[src/rtl/pixel_frame_sequencer.sv]
// Pixel-array frame timing controller: a registered phase FSM that drives the
// array control lines from host-programmed phase lengths latched per frame.
module pixel_frame_sequencer #(
    parameter int CW  = 10,
    parameter int RW  = 9,
    parameter int FCW = 16
) (
    input  logic           clk,
    input  logic           rst_n,
    input  logic           start,
    input  logic           continuous,
    input  logic           abort,
    input  logic [CW-1:0]  cfg_rst_len,
    input  logic [CW-1:0]  cfg_exposure,
    input  logic [CW-1:0]  cfg_pc_len,
    input  logic [CW-1:0]  cfg_sample_len,
    input  logic [CW-1:0]  cfg_row_len,
    input  logic [RW-1:0]  cfg_num_rows,
    output logic           vrst_sel,
    output logic           rst_pix,
    output logic           precharge,
    output logic           sample,
    output logic           mem_sel,
    output logic           pulse,
    output logic           row_select,
    output logic [RW-1:0]  row_addr,
    output logic           busy,
    output logic           frame_done,
    output logic [FCW-1:0] frame_count
);

    typedef enum logic [3:0] {
        S_IDLE, S_SETUP, S_RESET, S_SETTLE, S_EXPOSE,
        S_PRECHG, S_SAMPLE, S_HOLD, S_ROW, S_GAP
    } state_t;

    localparam logic [CW-1:0]  ONE_C = CW'(1);
    localparam logic [RW-1:0]  ONE_R = RW'(1);
    localparam logic [FCW-1:0] ONE_F = FCW'(1);

    state_t        state, state_nxt;
    logic [CW-1:0] cnt, cnt_nxt;
    logic [RW-1:0] row_nxt;
    logic          latch_cfg;
    logic          done_nxt;

    logic [CW-1:0] sh_rst, sh_exp, sh_pc, sh_smp, sh_row;
    logic [RW-1:0] sh_rows;

    function automatic logic [CW-1:0] clamp_len(input logic [CW-1:0] v);
        return (v == '0) ? ONE_C : v;
    endfunction

    function automatic logic [RW-1:0] clamp_rows(input logic [RW-1:0] v);
        return (v == '0) ? ONE_R : v;
    endfunction

    // {vrst_sel, rst_pix, precharge, sample, mem_sel, pulse, row_select}
    function automatic logic [6:0] decode(input state_t s);
        case (s)
            S_SETUP:  return 7'b0000100;
            S_RESET:  return 7'b0100100;
            S_SETTLE: return 7'b0000100;
            S_EXPOSE: return 7'b1000100;
            S_PRECHG: return 7'b1010100;
            S_SAMPLE: return 7'b1001100;
            S_HOLD:   return 7'b1000000;
            S_ROW:    return 7'b1000011;
            default:  return 7'b1000010;
        endcase
    endfunction

    always_comb begin
        state_nxt = state;
        cnt_nxt   = cnt;
        row_nxt   = row_addr;
        latch_cfg = 1'b0;
        if (abort) begin
            state_nxt = S_IDLE;
            cnt_nxt   = '0;
            row_nxt   = '0;
        end else begin
            case (state)
                S_IDLE: if (start) begin
                    state_nxt = S_SETUP;
                    latch_cfg = 1'b1;
                end
                S_SETUP: begin
                    state_nxt = S_RESET;
                    cnt_nxt   = '0;
                end
                S_RESET: if (cnt == sh_rst - ONE_C) begin
                    state_nxt = S_SETTLE;
                    cnt_nxt   = '0;
                end else cnt_nxt = cnt + ONE_C;
                S_SETTLE: begin
                    state_nxt = S_EXPOSE;
                    cnt_nxt   = '0;
                end
                S_EXPOSE: if (cnt == sh_exp - ONE_C) begin
                    state_nxt = S_PRECHG;
                    cnt_nxt   = '0;
                end else cnt_nxt = cnt + ONE_C;
                S_PRECHG: if (cnt == sh_pc - ONE_C) begin
                    state_nxt = S_SAMPLE;
                    cnt_nxt   = '0;
                end else cnt_nxt = cnt + ONE_C;
                S_SAMPLE: if (cnt == sh_smp - ONE_C) begin
                    state_nxt = S_HOLD;
                    cnt_nxt   = '0;
                end else cnt_nxt = cnt + ONE_C;
                S_HOLD: begin
                    state_nxt = S_ROW;
                    cnt_nxt   = '0;
                    row_nxt   = '0;
                end
                S_ROW: if (cnt == sh_row - ONE_C) begin
                    state_nxt = S_GAP;
                    cnt_nxt   = '0;
                end else cnt_nxt = cnt + ONE_C;
                S_GAP: begin
                    cnt_nxt = '0;
                    if (row_addr == sh_rows - ONE_R) begin
                        row_nxt = '0;
                        if (continuous) begin
                            state_nxt = S_SETUP;
                            latch_cfg = 1'b1;
                        end else begin
                            state_nxt = S_IDLE;
                        end
                    end else begin
                        state_nxt = S_ROW;
                        row_nxt   = row_addr + ONE_R;
                    end
                end
                default: begin
                    state_nxt = S_IDLE;
                    cnt_nxt   = '0;
                    row_nxt   = '0;
                end
            endcase
        end
    end

    // Outputs are registered from the next-state decode so they align with the state register.
    assign done_nxt = (state_nxt == S_GAP) && (row_nxt == sh_rows - ONE_R);

    always_ff @(posedge clk or negedge rst_n) begin
        if (!rst_n) begin
            state       <= S_IDLE;
            cnt         <= '0;
            row_addr    <= '0;
            vrst_sel    <= 1'b1;
            rst_pix     <= 1'b0;
            precharge   <= 1'b0;
            sample      <= 1'b0;
            mem_sel     <= 1'b0;
            pulse       <= 1'b1;
            row_select  <= 1'b0;
            busy        <= 1'b0;
            frame_done  <= 1'b0;
            frame_count <= '0;
        end else begin
            state      <= state_nxt;
            cnt        <= cnt_nxt;
            row_addr   <= row_nxt;
            {vrst_sel, rst_pix, precharge, sample, mem_sel, pulse, row_select} <= decode(state_nxt);
            busy       <= (state_nxt != S_IDLE);
            frame_done <= done_nxt;
            if (done_nxt) frame_count <= frame_count + ONE_F;
        end
    end

    // Shadow config: frozen for the whole frame so host writes take effect next frame.
    always_ff @(posedge clk) begin
        if (latch_cfg) begin
            sh_rst  <= clamp_len(cfg_rst_len);
            sh_exp  <= clamp_len(cfg_exposure);
            sh_pc   <= clamp_len(cfg_pc_len);
            sh_smp  <= clamp_len(cfg_sample_len);
            sh_row  <= clamp_len(cfg_row_len);
            sh_rows <= clamp_rows(cfg_num_rows);
        end
    end

endmodule

[config.mk]
export PLATFORM = sky130hd
export DESIGN_NAME = pixel_frame_sequencer
export DESIGN_NICKNAME = d
export VERILOG_FILES = /design/src/rtl/pixel_frame_sequencer.sv
export SDC_FILE = /design/constraint.sdc
export NUM_CORES = 1
export LEC_CHECK = 0
export BUFFER_PORTS_ARGS = -buffer_cell sky130_fd_sc_hd__buf_2
export CORE_UTILIZATION = 55
export CTS_BUF_LIST = sky130_fd_sc_hd__clkbuf_8
export DETAILED_ROUTE_END_ITERATION = 7
export PLACE_DENSITY = 0.79
export SETUP_SLACK_MARGIN = 0.5
export SYNTH_ARGS = -nofsm -noshare
export SYNTH_HDL_FRONTEND = slang
export SYNTH_SLANG_ARGS = --single-unit
[constraint.sdc]
create_clock -name clk -period 7.9 [get_ports clk]
set_clock_uncertainty 0.15 [all_clocks]
set_input_delay 0.395 -clock clk [delete_from_list [all_inputs] [get_ports clk]]
set_output_delay 0.395 -clock clk [all_outputs]
set_load 0.01 [all_outputs]
# Word level (Yosys, flattened, before mapping)
# Memories as Yosys holds them, arrays and structs flattened. A register that Yosys moved wholly into a read port is not among the register bits.
# Cells that the tools add are included.
[op_classes]
add_sub_neg = 9
n_mul = 0
div_mod_pow = 0
n_lt_le_gt_ge = 0
eq_ne = 18
shift = 0
muxes = 25
n_bitwise = 0
n_reduce_logical = 11
[op_table]
columns = ["op", "count"]
rows = [
  ["10-bit two-way mux", 6],
  ["10-bit case mux with 6 select lines", 1],
  ["10-bit == test", 5],
  ["10-bit zero test", 5],
  ["10-bit by 1-bit subtractor with 10-bit output, second input constant", 5],
  ["4-bit case mux with 10 select lines", 1],
  ["4-bit two-way mux", 8],
  ["9-bit == test", 2],
  ["9-bit two-way mux", 2],
  ["9-bit case mux with 2 select lines", 1],
  ["16-bit by 1-bit adder with 16-bit output, second input constant", 1],
  ["4-bit by 3-bit == test with 1-bit output, second input constant", 4],
  ["4-bit == test, second input constant", 3],
  ["10-bit by 1-bit adder with 10-bit output, second input constant", 1],
  ["9-bit by 1-bit adder with 9-bit output, second input constant", 1],
  ["9-bit zero test", 1],
  ["9-bit by 1-bit subtractor with 9-bit output, second input constant", 1],
  ["4-bit by 2-bit == test with 1-bit output, second input constant", 2],
  ["8-bit OR reduction", 1],
  ["1-bit two-way mux", 5],
  ["4-bit by 1-bit == test with 1-bit output, second input constant", 1],
  ["4-bit zero test", 1],
  ["4-bit nonzero test", 1],
  ["2-bit != test, second input constant", 1],
  ["3 further kinds", 3],
]
[totals]
reg_bits = 100
latchBits = 0
mem_bits_rw = 0
rom_bits = 112
in_bits = 64
output_inout_bits = 34
wordCells = 76
n_memories = 1
[mem_list]
columns = ["name", "depth", "width", "rd", "rd_clocked_by_memory_dff", "wr", "line", "rtl"]
rows = [
  ["(name not given)", 16, 7, 1, 1, 0, "60", "case (s)"],
]

# Logic depth before layout (Yosys ltp)
# Gate-level depths: netlist of the first run.
[logic_depth]
ltp_word = 7
mapped_depth = 15
depth_no_buf = 12

# Worst setup path after synthesis of the first run
# Ideal clock, no wire load.
[synth_path]
path_type = "register to register"
from = "reg sh_rows[0]"
to = "reg sh_exp[0], enable pin"
setup_ns = 0.423
arrival_ns = 3.864
required_time_ns = 7.327
slack_ns = 3.463
stages_incl_launch_ff = 12
n_path_buf = 3
period_less_slack_ns = 4.437
cell_sequence = "edfxtp_1 -> buf_6 -> inv_1 -> ha_1 -> buf_4 -> or4b_4 -> o21ai_1 -> o2111ai_1 -> or4_1 -> buf_6 -> o21ai_0 -> and2_1"
[synth_between]
elab_chain_len = 5
[synth_rtl]
columns = ["item", "line", "rtl"]
rows = [
  ["start, declared", "48", "logic [RW-1:0] sh_rows;"],
  ["start signal, assigned", "182", "sh_rows <= clamp_rows(cfg_num_rows);"],
  ["9-bit by 1-bit subtractor with 9-bit output", "123", "if (row_addr == sh_rows - ONE_R) begin"],
  ["9-bit == test", "123", ""],
  ["1-bit two-way mux", "123", ""],
  ["1-bit case mux with 2 select lines", "83", "case (state)"],
  ["1-bit two-way mux", "78", "if (abort) begin"],
  ["via latch_cfg", "44", "logic latch_cfg;"],
  ["end signal, assigned", "178", "sh_exp <= clamp_len(cfg_exposure);"],
  ["end, declared", "47", "logic [CW-1:0] sh_rst, sh_exp, sh_pc, sh_smp, sh_row;"],
]
# The timed path passes the listed nets, and every way through them passes these cells.
# A chain may end at the register's enable or synchronous reset.

# Final worst setup path of the first run
[layout_path]
from = "reg sh_rows[0]"
to = "reg frame_count[1]"
[layout_between]
elab_chain_len = 7
elab_cells_between_ends = 11
cone_classes = "add/sub: 1; eq/ne: 3; mux: 6; reduce/logical: 1"
[layout_rtl]
columns = ["item", "line", "rtl"]
rows = [
  ["9-bit by 1-bit subtractor with 9-bit output", "123", ""],
  ["9-bit == test", "123", ""],
  ["9-bit two-way mux", "123", ""],
  ["9-bit case mux with 2 select lines", "83", ""],
  ["9-bit two-way mux", "78", ""],
  ["via row_nxt[7]", "43", "logic [RW-1:0] row_nxt;"],
  ["9-bit == test", "146", "assign done_nxt = (state_nxt == S_GAP) && (row_nxt == sh_rows - ONE_R);"],
  ["1-bit logical AND", "146", ""],
  ["via done_nxt", "45", "logic done_nxt;"],
  ["end signal, assigned", "170", "if (done_nxt) frame_count <= frame_count + ONE_F;"],
  ["end, declared", "29", "output logic [FCW-1:0] frame_count"],
]
# The timed path passes the listed nets, and every way through them passes these cells.

==> impl_metrics.env, run 1 <==
export IMPL_reg2reg_slack_ns=3.18
export IMPL_synth_area_per_cell_sq_um=9.31
export IMPL_track_usage_pct=25.0
export IMPL_synth_compound_area_share_pct=14.9
export IMPL_pre_cts_ws_ns=3.22
export IMPL_die_y_um=115
export IMPL_ir_drop_mv=0.132
export IMPL_cts_htree_levels=3
export IMPL_synth_ff_type="edfxtp_1"
export IMPL_synth_simple_area_share_pct=21.2
export IMPL_antenna_found_initial=0
export IMPL_ys_ff_latch=107
export IMPL_start_kind="flop"
export IMPL_post_route_drc_count=0
export IMPL_core_sq_um=12600
export IMPL_grt_pass1_vias=5434
export IMPL_max_freq_mhz=212
export IMPL_cts_tree="yes"
export IMPL_n_antenna_cell=0
export IMPL_finalHoldViolCount=0
export IMPL_rsz0062_at_grt="false"
export IMPL_synthCells=759
export IMPL_synth_top_family_by_area="simple AND/OR/NAND/NOR gates"
export IMPL_gr_total_overflow=0
export IMPL_required_ns=8.03
export IMPL_pin_count=98
export IMPL_layout_setup_ws_ns=3.18
export IMPL_io_buffers=97
export IMPL_final_cells=955
export IMPL_yosys_area_share_xor_xnor_pct=11.7
export IMPL_die_w_um=115
export IMPL_cts_buffer_depth=2
export IMPL_clk_pin_slew_ns=0.10
export IMPL_synth_fa_ha_area_share_pct=1.59
export IMPL_min_period_ns=4.72
export IMPL_status="finished clean"
export IMPL_gp_congestion=0.882
export IMPL_r2r_cells=11
export IMPL_synth_cell_types=82
export IMPL_p_leak_nw=3.14
export IMPL_synth_async_reset_ratio_pct=44.9
export IMPL_finalSetupTns_ns=0
export IMPL_hold_buffers=0
export IMPL_ys_warn_count=0
export IMPL_crit_type="reg2reg"
export IMPL_drive_gt1_share_pct=18.0
export IMPL_yosys_top_cells_area="edfxtp_1 (25%), dfrtp_1 (16%), xnor2_1 (6.8%)"
export IMPL_path_max_fanout=10
export IMPL_synth_edf_count=59
export IMPL_crit_arrival_ns=4.85
export IMPL_initial_core_util_pct=56.2
export IMPL_total_power_mw=1.14
export IMPL_grt_start_max_net_pins=60
export IMPL_worst_pin_slew_ns=1.09
export IMPL_nets=851
export IMPL_synthToLayoutAreaGrowth_pct=8.05
export IMPL_first_pass_iters=5
export IMPL_powerDensity_nw_per_um2=150
export IMPL_drtAntennaViolNets=0
export IMPL_dp_cells=939
export IMPL_cts_buffers=9
export IMPL_cap_violations=0
export IMPL_viasPerCell=6.04
export IMPL_hp_class="in2async"
export IMPL_cts_root_buf="clkbuf_8"
export IMPL_clock_latency_ns=0.39
export IMPL_cp_end_kind="flop"
export IMPL_synthesis_area_sq_um=7070
export IMPL_slew_viol_final=0
export IMPL_period_share_pct=59.8
export IMPL_drt_wl_total_um=15700
export IMPL_vias=5767
export IMPL_dp_hpwl_um=11700
export IMPL_synthesis_nets=832
export IMPL_synth_top_cell_by_area="edfxtp_1"
export IMPL_setup_viol=0
export IMPL_cts_setup_buffers=0
export IMPL_slew_limit_headroom_pct=27.6
export IMPL_synth_common_cells="clkbuf_1 (80), edfxtp_1 (59), xnor2_1 (55)"
export IMPL_synthMuxAreaShare_pct=1.42
export IMPL_clkSinkCount=107
export IMPL_die_area_sq_um=13300
export IMPL_yosysMostFrequentCell="clkbuf_1"
export IMPL_fill_cells=1081
export IMPL_grt_first_pass_wirelength_um=25700
export IMPL_drt_initial_drc_count=443
export IMPL_cts_resized=0
export IMPL_wl_per_cell_um=16.5
export IMPL_post_route_util_pct=60.8
export IMPL_synth_top_cell_area_share_pct=25.1
export IMPL_std_cell_rows=41
export IMPL_seq_area_frac_synth_pct=42.1
-- state kept, by name (all words and copies together) (netlist names), 4 cells and up --
register	cells
sh_row	10
sh_pc	10
sh_exp	10
sh_rst	10
sh_smp	10
row_addr	9
cnt	10
state	4
sh_rows	9
frame_count	16
-- worst max-delay path: stages (launching register included) --
cell       delay (ns)
edfxtp_1         0.51
inv_1            0.14
ha_1             0.35
or4b_4           0.51
o21ai_1          0.13
o2111ai_1        0.18
or4_1            0.75
a32o_1           0.36
xor2_1           0.16
mux2i_1          0.30
a2111oi_4        0.72
mux2_4           0.35
-- final timing paths --
path,start,to
hold reg to reg,frame_count[15],frame_count[15]
max in group asynchronous,rst_n,cnt[8]
setup reg to reg,sh_rows[0],frame_count[1]
min in group clk,cfg_sample_len[1],sh_smp[1]
setup / recovery,sh_rows[0],frame_count[1]
hold / removal,rst_n,row_addr[3]
-- layout make-up --
class | count | area [sq um] | area share, %
clock buffers | 11 | 151 | 1.98
clock inverters | 5 | 76.3 | 0.999
inverters | 34 | 128 | 1.67
multi-input cells | 528 | 3600 | 47.1
flip-flops and latches | 107 | 2980 | 39.0
well taps | 172 | 215 | 2.82
repair buffers | 98 | 493 | 6.45
-- per-stage QoR --
step / hold slack [ns] / instance area [sq um]
3_5_place_dp: 0.305 / 7410
2_1_floorplan: -0.0506 / 7070
6_report: 0.0444 / 7640
5_1_grt: 0.0269 / 7640
4_1_cts: 0.0269 / 7640
3_3_place_gp: 0.305 / 7410
-- routing by layer --
metal | part of all wire (%) | vias up | wire [um] | GRT usage (%)
met5 | 0 | - | 0 | 0
met1 | 41 | 2773 | 6510 | 30.2
met2 | 50 | 202 | 7880 | 43.0
met3 | 5.2 | 40 | 816 | 3.95
li1 | - | 2752 | - | -
met4 | 3.4 | 0 | 541 | 13.7
-- layout by cell type (no fill, tap or decap), types with 7 or more instances in the layout --
cell type,synthesis,final
buf_2,3,97
edfxtp_1,59,59
xnor2_1,55,55
nor2_1,52,52
nand2_1,46,46
dfrtp_1,46,46
inv_1,34,35
nor3_1,35,35
xor2_1,35,35
nand3_1,31,31
nor4_1,24,24
a21oi_1,24,24
o21ai_0,17,17
nand2b_1,11,11
clkbuf_8,0,11
and3_1,10,10
nor2b_1,10,10
a31oi_1,10,10
o211ai_1,10,10
ha_1,9,9
a21o_1,8,8
or4_1,7,7
nand3b_1,7,7
a211oi_1,7,7
-- cells by family (layout without fill, tap and decap cells) --
group,after synthesis,count (layout)
adder cells (fa/ha/maj),9,9
buffers and inverters,124,148
AND/OR/NAND/NOR,277,277
multiplexers,8,8
flip-flops,107,107
XOR/XNOR,92,92
AO/OA/AOI/OAI,142,142
-- power breakdown --
group	switching, mW	internal (mW)
Combinational	0.0714	0.0525
Sequential	0.0244	0.615
Clock	0.185	0.194
Total	0.281	0.862
No activity file was read; power rests on OpenSTA's default activity.
==> run 2, diff against run 1 <==
==> constraint.sdc (replaced) <==
create_clock -name clk -period 4.6 [get_ports clk]
set_clock_uncertainty 0.15 [all_clocks]
set_input_delay 0.23 -clock clk [delete_from_list [all_inputs] [get_ports clk]]
set_output_delay 0.23 -clock clk [all_outputs]
set_load 0.01 [all_outputs]
==> run 2 against run 1 <==
Effect of this change: combinational power rose by 120%; sequential power rose by 72%; core utilization is 6.9 points higher; largest cell class unchanged; final cell count grew 8.3%; worst hold slack better by 0.28 ns.
==> impl_metrics.env, run 2 (synthesis results as in run 1) <==
export IMPL_synthToLayoutAreaGrowth_pct=20.4
export IMPL_worst_pin_slew_ns=1.08
export IMPL_ir_drop_mv=0.222
export IMPL_slew_viol_final=0
export IMPL_holdWs_ns=0.320
export IMPL_r2r_start="sh_rows[1]"
export IMPL_min_from="frame_count[15]"
export IMPL_grt_start_max_net_pins=60
export IMPL_path_max_fanout=5
export IMPL_crit_type="reg2reg"
export IMPL_hp_class="reg2reg"
export IMPL_gp_congestion=0.895
export IMPL_top_register="frame_count"
export IMPL_crit_start="sh_rows[1]"
export IMPL_drt_initial_drc_count=569
export IMPL_powerDensity_nw_per_um2=236
export IMPL_gr_total_overflow=0
export IMPL_initial_core_util_pct=56.2
export IMPL_layout_common_cells="buf_2 (98), dlygate4sd3_1 (61), edfxtp_1 (59)"
export IMPL_required_ns=4.75
export IMPL_period_share_pct=85.9
export IMPL_cts_htree_levels=3
export IMPL_die_w_um=115
export IMPL_nets=930
export IMPL_grt_busiest_layer="met2"
export IMPL_status="finished clean"
export IMPL_first_pass_iters=5
export IMPL_min_period_ns=3.95
export IMPL_viasPerCell=5.92
export IMPL_drive_gt1_share_pct=20.6
export IMPL_cts_root_buf="clkbuf_8"
export IMPL_antenna_found_initial=0
export IMPL_max_freq_mhz=253
export IMPL_n_antenna_cell=0
export IMPL_start_kind="flop"
export IMPL_cts_buffers=9
export IMPL_cts_tree="yes"
export IMPL_largest_reg_flops=16
export IMPL_grt_pass1_vias=5954
export IMPL_use_met1_pct=31.9
export IMPL_core_sq_um=12600
export IMPL_met2_usage_pct=48.6
export IMPL_track_usage_pct=27.4
export IMPL_cp_end_kind="flop"
export IMPL_cap_violations=0
export IMPL_wl_per_cell_um=17.0
export IMPL_std_cell_rows=41
export IMPL_post_route_drc_count=0
export IMPL_finalHoldViolCount=0
export IMPL_drtAntennaViolNets=0
export IMPL_dp_hpwl_um=11800
export IMPL_crit_arrival_ns=4.10
export IMPL_vias=6121
export IMPL_io_buffers=97
export IMPL_die_area_sq_um=13300
export IMPL_clock_latency_ns=0.41
export IMPL_cts_buffer_depth=2
export IMPL_clk_pin_slew_ns=0.11
export IMPL_clkSinkCount=107
export IMPL_grt_use_met3_pct=5.43
export IMPL_pin_count=98
export IMPL_rsz0062_at_grt="true"
export IMPL_slew_limit_headroom_pct=28.1
export IMPL_drt_wl_total_um=17600
export IMPL_p_leak_nw=3.50
export IMPL_die_y_um=115
export IMPL_setup_viol=0
export IMPL_grt_first_pass_wirelength_um=28100
export IMPL_finalSetupTns_ns=0
export IMPL_layout_commonest_cell="buf_2"
==> run 2: cell type report <==
class,instances,area (sq um)
clock buffers,10,138
clock inverters,6,70.1
fillers,925,4060
inverters,34,128
multi-input cells,528,3730
flip-flops and latches,107,2980
well taps,172,215
repair buffers,177,1250
==> run 2: layer usage <==
metal	share of wire (%)	vias up
li1	-	2915
met1	41	2944
met2	51	224
met3	4.9	38
met4	2.6	0
met5	0	-
==> run 2: through the flow <==
step                instance area, sq um  setup slack, ns  util, %  std cells  power (mW)
floorplan                           7070            0.545        -        759        1.26
global placement                    7480            0.351     59.5        946        1.32
detailed placement                  7480            0.221     59.5        946        1.34
CTS                                 8320            0.503     66.2       1024        1.99
global route                        8510            0.447     67.7       1034        2.07
finish                              8510            0.648     67.7       1034        2.00
==> run 2: report_power, final <==
group | leakage, nW | internal [mW] | switching [mW]
combinational | 2.18 | 0.132 | 0.141
sequential | 1.21 | 1.06 | 0.0424
clock | 0.111 | 0.274 | 0.357
==> run 2: path summary, 6_finish.rpt <==
kind | to | slack [ns] | cells past startpoint
hold / removal | frame_count[15] | 0.32 | 1
setup / recovery | frame_count[1] | 0.65 | 12
min in group asynchronous | row_addr[3] | 0.40 | 2
hold reg to reg | frame_count[15] | 0.32 | 1
max in group asynchronous | state[1] | 3.23 | 2
setup reg to reg | frame_count[1] | 0.65 | 12
==> run 2: timing repair <==
item | in CTS | in global routing
endpoints found under the hold margin | 106 | 0
hold buffers | 61 | 0
pin swaps | 1 | 5
setup buffers | 1 | 9
setup endpoints to repair | 16 | 27
gates resized for setup | 3 | 24
gates cloned | 0 | 1
==> run 2: critical path, stage by stage (launching register included) <==
cell       delay (ns)
edfxtp_1         0.48
buf_4            0.18
or3_4            0.37
nor4_1           0.23
o21ai_1          0.15
or4_4            0.61
buf_4            0.17
a32o_1           0.28
xnor2_2          0.17
o2111ai_2        0.16
a2111oi_4        0.41
buf_6            0.18
mux2_4           0.29
==> run 3, diff against run 2 <==
--- a/config.mk
+++ b/config.mk
@@ -9,7 +9,7 @@
 export CORE_UTILIZATION = 55
 export CTS_BUF_LIST = sky130_fd_sc_hd__clkbuf_8
 export DETAILED_ROUTE_END_ITERATION = 7
-export PLACE_DENSITY = 0.79
+export PLACE_DENSITY = 0.74
 export SETUP_SLACK_MARGIN = 0.5
 export SYNTH_ARGS = -nofsm -noshare
 export SYNTH_HDL_FRONTEND = slang
==> run 3 against run 2 <==
Effect of this change: power decreased by 5.2%; critical endpoint unchanged; sequential power is essentially flat; clock-buffer cell count down 1; wire length down 2.0%; sequential share of layout area rose by 0.52 points.
==> impl_metrics.env, run 3 (synthesis results as in run 1) <==
export IMPL_track_usage_pct=27.1
export IMPL_pre_cts_ws_ns=0.301
export IMPL_wl_per_cell_um=16.8
export IMPL_comb_power_share_pct=14.2
export IMPL_layout_common_cells="buf_2 (97), dlygate4sd3_1 (60), edfxtp_1 (59)"
export IMPL_largest_reg_flops=16
export IMPL_viasPerCell=5.91
export IMPL_min_period_ns=3.93
export IMPL_cp_end_kind="flop"
export IMPL_nets=924
export IMPL_clkSinkCount=107
export IMPL_period_share_pct=85.4
export IMPL_die_area_sq_um=13300
export IMPL_finalHoldViolCount=0
export IMPL_dp_hpwl_um=11700
export IMPL_synthToLayoutAreaGrowth_pct=18.6
export IMPL_slew_limit_headroom_pct=46.9
export IMPL_finalSetupTns_ns=0
export IMPL_p_leak_nw=3.45
export IMPL_total_power_mw=1.90
export IMPL_cts_buffers=9
export IMPL_io_buffers=97
export IMPL_std_cell_rows=41
export IMPL_grt_start_max_net_pins=60
export IMPL_clock_latency_ns=0.39
export IMPL_drive_gt1_share_pct=19.3
export IMPL_max_freq_mhz=255
export IMPL_drtAntennaViolNets=0
export IMPL_crit_arrival_ns=4.06
export IMPL_layout_commonest_cell="buf_2"
export IMPL_first_pass_iters=7
export IMPL_seq_power_share_pct=57.7
export IMPL_cts_tree="yes"
export IMPL_core_sq_um=12600
export IMPL_start_kind="flop"
export IMPL_setup_viol=0
export IMPL_gr_total_overflow=0
export IMPL_holdWs_ns=0.0429
export IMPL_layout_setup_ws_ns=0.673
export IMPL_cts_buffer_depth=2
export IMPL_crit_type="reg2reg"
export IMPL_internal_power_mw=1.38
export IMPL_die_w_um=115
export IMPL_ir_drop_mv=0.316
export IMPL_worst_pin_slew_ns=0.776
export IMPL_required_ns=4.73
export IMPL_status="finished clean"
export IMPL_grt_first_pass_wirelength_um=28000
export IMPL_rsz0062_at_grt="false"
export IMPL_post_route_drc_count=0
export IMPL_post_route_util_pct=66.7
export IMPL_n_antenna_cell=0
export IMPL_swShare_pct=27.2
export IMPL_die_y_um=115
export IMPL_path_max_fanout=10
export IMPL_top_register="frame_count"
export IMPL_antenna_found_initial=0
export IMPL_hp_class="in2reg"
export IMPL_cts_root_buf="clkbuf_8"
export IMPL_cap_violations=0
export IMPL_power_share_clock_pct=28.0
export IMPL_drt_wl_total_um=17200
export IMPL_initial_core_util_pct=56.2
export IMPL_grt_pass1_vias=6039
export IMPL_clk_pin_slew_ns=0.10
export IMPL_switching_power_uw=516
export IMPL_cts_htree_levels=3
export IMPL_drt_initial_drc_count=465
export IMPL_slew_viol_final=0
export IMPL_gp_congestion=0.895
export IMPL_fill_cells=996
export IMPL_vias=6075
export IMPL_powerDensity_nw_per_um2=226
export IMPL_pin_count=98
==> run 3: cell count changes in the layout (fill, tap and decap cells not counted), sizes merged <==
cell and change:
buf -5, bufinv -1, clkinv +2, clkbuf -1, dlygate4sd3 -1
==> run 3: routing by layer <==
metal | GRT usage (%) | routed length [um] | vias up
li1 | - | - | 2906
met1 | 31.7 | 7200 | 2954
met2 | 48.9 | 8940 | 176
met3 | 4.38 | 659 | 39
met4 | 11.9 | 430 | 0
met5 | 0 | 0 | -
==> run 3: final timing paths <==
kind / startpoint / to / slack [ns] / cells past startpoint
max in group asynchronous: rst_n / vrst_sel / 3.34 / 3
setup / recovery: sh_rows[0] / frame_count[1] / 0.67 / 12
setup reg to reg: sh_rows[0] / frame_count[1] / 0.67 / 12
min in group asynchronous: rst_n / row_addr[3] / 0.16 / 2
hold reg to reg: frame_count[15] / frame_count[15] / 0.32 / 1
hold / removal: abort / state[0] / 0.04 / 2
==> run 3: what timing repair did <==
item,CTS,global route
gates resized for setup,3,14
gates cloned,0,0
pin swaps,0,1
endpoints found under the setup margin,16,24
hold buffers,60,0
setup buffers,0,5
hold endpoints to repair,75,0
==> run 3: power groups by stage <==
stage          registers [mW]  logic, mW  clock network [mW]
2_1_floorplan            1.10      0.162                   0
3_3_place_gp             1.11      0.211                   0
3_5_place_dp             1.12      0.219                   0
4_1_cts                  1.10      0.260               0.538
5_1_grt                  1.10      0.296               0.570
6_report                 1.10      0.270               0.532
==> run 3: area by class of cell <==
| type | count | area, sq um | share of cell area (%) |
|---|---|---|---|
| Inverter | 34 | 128 | 1.52 |
| Sequential cell | 107 | 2980 | 35.5 |
| Timing Repair Buffer | 171 | 1210 | 14.4 |
| Multi-Input combinational cell | 528 | 3690 | 44.0 |
| Tap cell | 172 | 215 | 2.57 |
| Clock buffer | 9 | 124 | 1.48 |
| Clock inverter | 7 | 45.0 | 0.537 |
==> run 3: metrics by stage <==
step | instances | instance area (sq um)
floorplan | 759 | 7070
global placement | 947 | 7480
detailed placement | 947 | 7480
CTS | 1023 | 8270
global route | 1028 | 8380
finish | 1028 | 8380
==> run 3: critical path, cell delays in order (launching register included) <==
cell,delay (ns)
edfxtp_1,0.40
inv_1,0.10
ha_2,0.26
nor3b_1,0.37
mux2i_1,0.14
a22o_1,0.25
or4_4,0.60
a32o_1,0.32
xnor2_2,0.16
o2111ai_1,0.21
a2111oi_4,0.38
buf_6,0.19
mux2_4,0.30
